$ cat config.mk
export PLATFORM = sky130hd
export DESIGN_NAME = sram_controller
export DESIGN_NICKNAME = d
export VERILOG_FILES = /design/src/rtl/mips_pkg.sv /design/src/rtl/sram_controller.sv
export SDC_FILE = /design/constraint.sdc
export NUM_CORES = 1
export LEC_CHECK = 0
export CAP_MARGIN = 30
export CORE_MARGIN = 3
export CORE_UTILIZATION = 40
export DETAILED_ROUTE_END_ITERATION = 10
export PLACE_DENSITY = 0.78
export SYNTH_ARGS = -nofsm -noshare
export SYNTH_HDL_FRONTEND = slang
export SYNTH_SLANG_ARGS = --single-unit
$ cat constraint.sdc
create_clock -name clk -period 2.1 [get_ports clk]
set_input_delay 0.315 -clock clk [delete_from_list [all_inputs] [get_ports clk]]
set_output_delay 0.315 -clock clk [all_outputs]
set_load 0.02 [all_outputs]
$ cat src/rtl/mips_pkg.sv
// Shared types and constants for the MIPS data-memory path.
// Holds the SRAM controller state encoding, the data-memory base, and the SRAM widths.
// Pure definitions: no logic, so no latency or backpressure of its own.
package mips_pkg;

    localparam int SRAM_ADDR_W = 18;
    localparam int SRAM_DATA_W = 16;
    localparam int WORD_ADDR_W = SRAM_ADDR_W - 1;
    localparam int CPU_DATA_W  = 32;

    localparam logic [31:0] DATA_MEM_BASE_DEF = 32'd1024;

    typedef enum logic [1:0] {
        IDLE   = 2'd0,
        ACC_LO = 2'd1,
        ACC_HI = 2'd2,
        DONE   = 2'd3
    } sram_state_e;

    // Byte address -> 32-bit word index inside the SRAM, wrapping modulo 2^17 words.
    function automatic logic [WORD_ADDR_W-1:0] word_addr(input logic [31:0] byte_addr,
                                                         input logic [31:0] base);
        logic [31:0] offset;
        offset = byte_addr - base;
        return offset[WORD_ADDR_W+1:2];
    endfunction

endpackage

$ cat src/rtl/sram_controller.sv
// 32-bit load/store port onto a 16-bit asynchronous SRAM, done as two half-word accesses.
// Latency: 2*WAIT_CYCLES+3 cycles with ready low, then one DONE cycle with ready high.
// Backpressure: ready drops in the request cycle and stays low until DONE; the pipeline freezes on ~ready.
module sram_controller
    import mips_pkg::*;
#(
    parameter int unsigned WAIT_CYCLES   = 1,
    parameter logic [31:0] DATA_MEM_BASE = DATA_MEM_BASE_DEF
) (
    input  logic                   clk,
    input  logic                   rst,
    input  logic                   MEM_R_EN,
    input  logic                   MEM_W_EN,
    input  logic [31:0]            ALU_res,
    input  logic [31:0]            ST_value,
    output logic [CPU_DATA_W-1:0]  readData,
    output logic                   ready,
    output logic [SRAM_ADDR_W-1:0] SRAM_ADDR,
    output logic [SRAM_DATA_W-1:0] SRAM_DQ_out,
    input  logic [SRAM_DATA_W-1:0] SRAM_DQ_in,
    output logic                   SRAM_DQ_oe,
    output logic                   SRAM_WE_N
);

    // Last count value of a half-access phase (phase lasts WAIT_CYCLES+1 cycles).
    localparam logic [2:0] LAST_CNT = 3'(WAIT_CYCLES);

    sram_state_e            state_q, state_d;
    logic [2:0]             cnt_q, cnt_d;
    logic                   is_wr_q, is_wr_d;
    logic [WORD_ADDR_W-1:0] word_q, word_d;
    logic [CPU_DATA_W-1:0]  st_val_q, st_val_d;
    logic [CPU_DATA_W-1:0]  read_data_q, read_data_d;
    logic [SRAM_ADDR_W-1:0] sram_addr_q, sram_addr_d;
    logic [SRAM_DATA_W-1:0] dq_out_q, dq_out_d;
    logic                   dq_oe_q, dq_oe_d;
    logic                   we_n_q, we_n_d;
    logic                   req;

    assign req = MEM_R_EN | MEM_W_EN;

    // Next-state, latch and read-capture logic; SRAM strobes are precomputed from the next state.
    always_comb begin
        state_d     = state_q;
        cnt_d       = cnt_q;
        is_wr_d     = is_wr_q;
        word_d      = word_q;
        st_val_d    = st_val_q;
        read_data_d = read_data_q;

        case (state_q)
            IDLE: begin
                if (req) begin
                    state_d  = ACC_LO;
                    cnt_d    = 3'd0;
                    // A simultaneous read+write request is served as a write.
                    is_wr_d  = MEM_W_EN;
                    word_d   = word_addr(ALU_res, DATA_MEM_BASE);
                    st_val_d = ST_value;
                end
            end
            ACC_LO: begin
                if (cnt_q == LAST_CNT) begin
                    if (!is_wr_q) read_data_d[15:0] = SRAM_DQ_in;
                    state_d = ACC_HI;
                    cnt_d   = 3'd0;
                end else begin
                    cnt_d = cnt_q + 3'd1;
                end
            end
            ACC_HI: begin
                if (cnt_q == LAST_CNT) begin
                    if (!is_wr_q) read_data_d[31:16] = SRAM_DQ_in;
                    state_d = DONE;
                    cnt_d   = 3'd0;
                end else begin
                    cnt_d = cnt_q + 3'd1;
                end
            end
            default: begin
                state_d = IDLE;
                cnt_d   = 3'd0;
            end
        endcase

        sram_addr_d = '0;
        dq_out_d    = '0;
        dq_oe_d     = 1'b0;
        we_n_d      = 1'b1;
        if (state_d == ACC_LO) begin
            sram_addr_d = {word_d, 1'b0};
            if (is_wr_d) begin
                dq_out_d = st_val_d[15:0];
                dq_oe_d  = 1'b1;
                we_n_d   = 1'b0;
            end
        end else if (state_d == ACC_HI) begin
            sram_addr_d = {word_d, 1'b1};
            if (is_wr_d) begin
                dq_out_d = st_val_d[31:16];
                dq_oe_d  = 1'b1;
                we_n_d   = 1'b0;
            end
        end
    end

    // FSM and registered SRAM-side outputs, synchronous active-high reset.
    always_ff @(posedge clk) begin
        if (rst) begin
            state_q     <= IDLE;
            cnt_q       <= 3'd0;
            is_wr_q     <= 1'b0;
            word_q      <= '0;
            st_val_q    <= '0;
            read_data_q <= '0;
            sram_addr_q <= '0;
            dq_out_q    <= '0;
            dq_oe_q     <= 1'b0;
            we_n_q      <= 1'b1;
        end else begin
            state_q     <= state_d;
            cnt_q       <= cnt_d;
            is_wr_q     <= is_wr_d;
            word_q      <= word_d;
            st_val_q    <= st_val_d;
            read_data_q <= read_data_d;
            sram_addr_q <= sram_addr_d;
            dq_out_q    <= dq_out_d;
            dq_oe_q     <= dq_oe_d;
            we_n_q      <= we_n_d;
        end
    end

    assign ready       = ((state_q == IDLE) && !req) || (state_q == DONE);
    assign readData    = read_data_q;
    assign SRAM_ADDR   = sram_addr_q;
    assign SRAM_DQ_out = dq_out_q;
    // Reset suppresses the strobe in the very cycle it is asserted, so an aborted
    // access never lands one more half-word at the edge where reset is taken.
    assign SRAM_WE_N   = we_n_q | rst;
    assign SRAM_DQ_oe  = dq_oe_q & ~rst;

endmodule

======== After elaboration in Yosys (flattened, before gate mapping) ========
Index checks and enable logic that the tools add are counted.
word-level totals
  register bits ........................... 123
  bits of input ports ..................... 84
  output and inout port bits .............. 69
  logic and storage cells ................. 59
operators by class
  add/subtract/negate cells ............... 2
  equal/unequal tests ..................... 7
  mux-type cells .......................... 25
  bitwise gates (word level) .............. 5
  reduce and logical (&&, ||, !) cells .... 8
operator list
  cell                                                                   count
  16-bit 2-to-1 mux                                                      4
  32-bit 2-to-1 mux                                                      2
  18-bit 2-to-1 mux                                                      2
  17-bit 2-to-1 mux                                                      2
  19-bit by 11-bit subtractor with 19-bit output, second input constant  1
  1-bit 2-to-1 mux                                                       8
  2-bit equality test, second input constant                             3
  2-bit 2-to-1 mux                                                       3
  3-bit 2-to-1 mux                                                       2
  2-bit one-hot mux with 3 select lines                                  1
  3-bit one-hot mux with 2 select lines                                  1
  3-bit AND reduction                                                    2
  2-bit by 1-bit equality test with 1-bit output, second input constant  2
  2-bit OR reduction                                                     2
  3-bit by 1-bit adder with 3-bit output, second input constant          1
  3-bit by 1-bit equality test with 1-bit output, second input constant  1
  2-bit zero test                                                        1
  2-bit != test, second input constant                                   1
  1-bit inverter                                                         2
  1-bit bitwise OR                                                       2
  1-bit bitwise AND                                                      1
  1-bit logical AND                                                      1
  1-bit zero test                                                        1
  1-bit logical OR                                                       1

======== Longest topological paths before layout ========
  depth after elaboration ................. 6
  depth in mapped cells ................... 8
  depth with buffers taken out ............ 7

======== Least setup slack after synthesis ========
OpenSTA, ideal clock, no wires.
  kind .................................... register to register
  start point ............................. register state_q[0]
  end point ............................... register dq_out_q[10], in the netlist SRAM_DQ_out[10]
  library setup time ...................... 0.059 ns
  arrival ................................. 2.288 ns
  required time ........................... 2.041 ns
  path slack .............................. -0.247 ns
  stages on the path, launching flop included .. 9
  path buffers ............................ 1
  clock period less this slack ............ 2.347 ns
  cell sequence ........................... dfxtp_1 > inv_1 > ha_1 > nor3b_1 > o21a_1 > nor3_2 > nor4b_2 > clkbuf_1 > a22o_1
between the ends
  word-level cells in the longest chain between the ends .. 5
  elaborated cells on any way between the ends .. 15
  those cells by class .................... 4 x eq/ne; 10 x mux; 1 x reduce/logical
ends and longest elaborated chain
  element                                                        line                                          text
  start: declaration                                             sram_controller.sv:28                         sram_state_e state_q, state_d;
  start signal: assignment                                       sram_controller.sv:121                        state_q <= state_d;
  2-bit equality test (tied with other cells)                    sram_controller.sv:51                         case (state_q)
  2-bit one-hot mux with 3 select lines (tied with other cells)  sram_controller.sv:51
  2-bit equality test or 16-bit 2-to-1 mux (tied branches)       sram_controller.sv:97, sram_controller.sv:99
  16-bit 2-to-1 mux                                              sram_controller.sv:97                         end else if (state_d == ACC_HI) begin
  16-bit 2-to-1 mux (*)                                          sram_controller.sv:90                         if (state_d == ACC_LO) begin
  end signal: assignment                                         sram_controller.sv:128                        dq_out_q <= dq_out_d;
  end: declaration                                               sram_controller.sv:35                         logic [SRAM_DATA_W-1:0] dq_out_q, dq_out_d;
Every way passes the cells marked *; elsewhere a longest branch is shown, timed or not.
A chain may end at the register's enable or synchronous reset.

======== Worst setup path in the final report ========
  start point ............................. register state_q[1]
  end point ............................... output port ready
between the ends
  word-level cells in the longest chain between the ends .. 3
  elaborated cells on any way between the ends .. 4
  those cells by class .................... 1 x eq/ne; 3 x reduce/logical
ends and longest elaborated chain
  element               line                    text
  2-bit zero test       sram_controller.sv:134  assign ready = ((state_q == IDLE) && !req) || (state_q == DONE);
  1-bit logical AND     sram_controller.sv:134
  1-bit logical OR (*)  sram_controller.sv:134
  end: declaration      sram_controller.sv:17   output logic ready,
Marked as above.

==> results.md <==
- Status: finished, final reports clean
- NumNets Final: 742
- CTS tree: yes
- Initial DRC Count: 144
- Clk slew on worst S/H paths: 60 ps
- Slew headroom: 61.0%
- Final period util: 97.5%
- Design Area, Final: 6680 sq um
- Number of CTS-inserted buffers: 17
- R2R Setup Slk: 60 ps
- Pwr/cell area: 1050 nW/um^2
- Remaining Overflow, GRT: 0
- Slew Limit Fails: 0
- Syn Std Cell Area: 4360 sq um
- Post-synthesis async set-or-reset flop share: 0%
- Maximum vdd drop: 532 uV
- Total core area: 10500 sq um
- CP cell instances: inv_1, ha_2, nor3b_2, or2_2, buf_4
- Period minus WS final: 2050 ps
- Area grow syn2layout: 53.3%
- Sequential area share after synthesis: 56.5%
- Clock sink total: 123
- Avg WL per Cell: 14.1 microns
- Slowest-stage cell, CP: dfxtp_2
- Max frequency: 0.488 GHz
- H-Tree Depth: 4
- Port buffer count: 137
- Worst EP arrival: 1730 ps
- Total Routing Usage GR: 18.7%
- Fill cells: 869
- Worst hold path type: primary input to register
- Share of the synthesized area in the top cell type: 56.5%
- Placed cell area: 6060 sq um
- Hold_sp: ALU_res[9]
- Crit Path Class: register to output pin
- Worst-Skew Late Latency: 510 ps
- Diode count: 0
- Initial Util: 41.7%
- Crit start category: register
- Synth Area per Inst: 8.77 sq um
- Post-synth EDFFs: 0
- Max-cap violations: 0
- FF+latch count, synth: 123
- Worst-Margin Slew: 584 ps
- Via count: 3927
- Crit Path Max Fanout: 3
- Ys flop type: dfxtp_1
- Site Rows: 37
- Die Width: 110 microns
- Area leader, netlist: dfxtp_1
- Ranking of synthesized cells by area: dfxtp_1 (56%), nand2_1 (13%), a21oi_1 (8.7%)
- Clock root buffer master: clkbuf_8
- First-pass GRT wire length: 17600 microns
- Die area: 12200 sq um
- Setup Viol. Count Final: 0
- Hold Path Stages: 3
- Antenna viol nets, final: 0
- R2R Path End: SRAM_ADDR[14]
- RD Place Congestion: 0.846
- Largest stage delay on the critical path: 350 ps
- Post-DP HPWL: 7780 microns
- Vias in the first global route: 3859
- Initial antenna violation count: 0
- Placed Cells: 769
- Clock skew: 10.2 ps
- DRT Pass-1 Iters: 6
- Largest net degree at the start of global routing: 56
- Worst R2R Start: cnt_q[0]
- Layout Cells excl Fill: 801
- Reg2Reg Depth: 6
- Remaining DRCs: 0
- Synth warn: 0
- Die Height: 110 microns
- Io pins: 153
- Syn nets: 586
- Longest Clk Path Bufs: 2
- Hold Crit Endpoint: word_q[7]
- Area of the multi-input gates: 1810 sq um
- Syn Inst Count: 497
- Lkg Pwr: 2.53 nW
- Yosys cell types: 40
- Register area: 2470 sq um
- Fin. Hold Viols: 0
- Hold-fix buffers, CTS: 0
- Final WL: 11300 microns
- WP data required: 1780 ps
- CP endpoint kind: output pin
- DR vias/cell: 4.90
- Layout cells sized above 1: 12.8%
==> through the flow <==
step                total power, mW  hold WS [ps]  setup TNS (ps)  utilization (%)  setup slack (ps)
finish                         7.02           372               0             63.9              52.8
global route                   7.34           372           -51.2             63.9             -25.5
CTS                            7.03           353               0             63.4              30.1
detailed placement             4.27           445           -4030             57.9              -214
global placement               4.22           441           -2850             57.9              -240
floorplan                      3.58           434               0                -              15.3
==> cell families after synthesis <==
group,after synthesis,synth area share (%)
multiplexers,2,0.545
AO/OA/AOI/OAI,107,14.4
flip-flops,123,56.5
AND/OR/NAND/NOR,217,22.4
adder cells (fa/ha/maj),5,1.44
buffers and inverters,37,3.53
XOR/XNOR,6,1.21
==> what timing repair did <==
action	4_1_cts	5_1_grt
buffers inserted	0	1
gates resized for setup	9	11
endpoints found under the setup margin	6	18
pin swaps	0	1
==> cells in the final DEF (no fill, tap or decap), types with 10 or more instances in the layout <==
cell	instances
clkbuf_16	16
nor2_1	20
clkdlybuf4s50_1	135
dfxtp_1	120
a22o_1	16
nor2b_1	11
a21oi_1	76
nor3_1	10
buf_4	28
nand2_1	149
==> area by class of cell <==
cell class / count / area share, %
sequential: 123 / 36.9
multi-input combinational: 337 / 27.1
timing repair buffer: 169 / 24.7
clock buffer: 18 / 6.25
tap: 136 / 2.55
clock inverter: 13 / 2.19
inverter: 5 / 0.281
==> cells in the mapped netlist, drive strengths merged (4+ instances only) <==
| master | count |
|---|---|
| a21oi | 76 |
| nor3 | 11 |
| clkbuf | 29 |
| nor2 | 20 |
| inv | 5 |
| a22o | 16 |
| dfxtp | 123 |
| o21ai | 4 |
| nand2 | 149 |
| nor2b | 11 |
| nor4 | 7 |
| ha | 5 |
| xnor2 | 4 |
==> per-layer routing <==
metal  GRT usage, %  vias up  share of wire, %  wire [microns]
li1               -     1969                 -               -
met4           5.63        0               1.4             155
met2           32.6      141                49            5510
met3           8.10       16               9.9            1120
met1           20.5     1801                40            4500
met5              0        -                 0               0
==> worst max-delay path by stage <==
stage | startpoint | end | slack, ps
final | state_q[1] | ready | 50
after global routing | cnt_q[0] | SRAM_ADDR[15] | -30
after CTS | state_q[0] | SRAM_ADDR[8] | 30
after detailed placement | MEM_W_EN | ready | -210
after global placement | MEM_W_EN | ready | -240
after floorplan | state_q[0] | SRAM_DQ_out[10] | 20
==> worst max-delay path, delay by kind of cell (launching register included) <==
| family | cells | cell delay [ps] |
|---|---|---|
| fa+ha+maj | 1 | 190 |
| flops | 1 | 350 |
| buf+inv | 2 | 230 |
| simple gates | 2 | 450 |
==> flip-flops by register name (all words and copies together), names as in the netlist <==
register / cells
cnt_q: 3
we_n_q: 1
state_q: 2
SRAM_DQ_out: 16
SRAM_ADDR: 18
readData: 32
is_wr_q: 1
word_q: 17
st_val_q: 32
dq_oe_q: 1
==> power by group <==
| part | leakage [nW] | switching (mW) | internal [mW] |
|---|---|---|---|
| sequential | 1.01 | 0.0758 | 2.60 |
| combinational | 1.25 | 0.866 | 0.754 |
| clock | 0.271 | 1.04 | 1.69 |
| total | 2.53 | 1.98 | 5.04 |
Power figures use the tool's default switching activity.
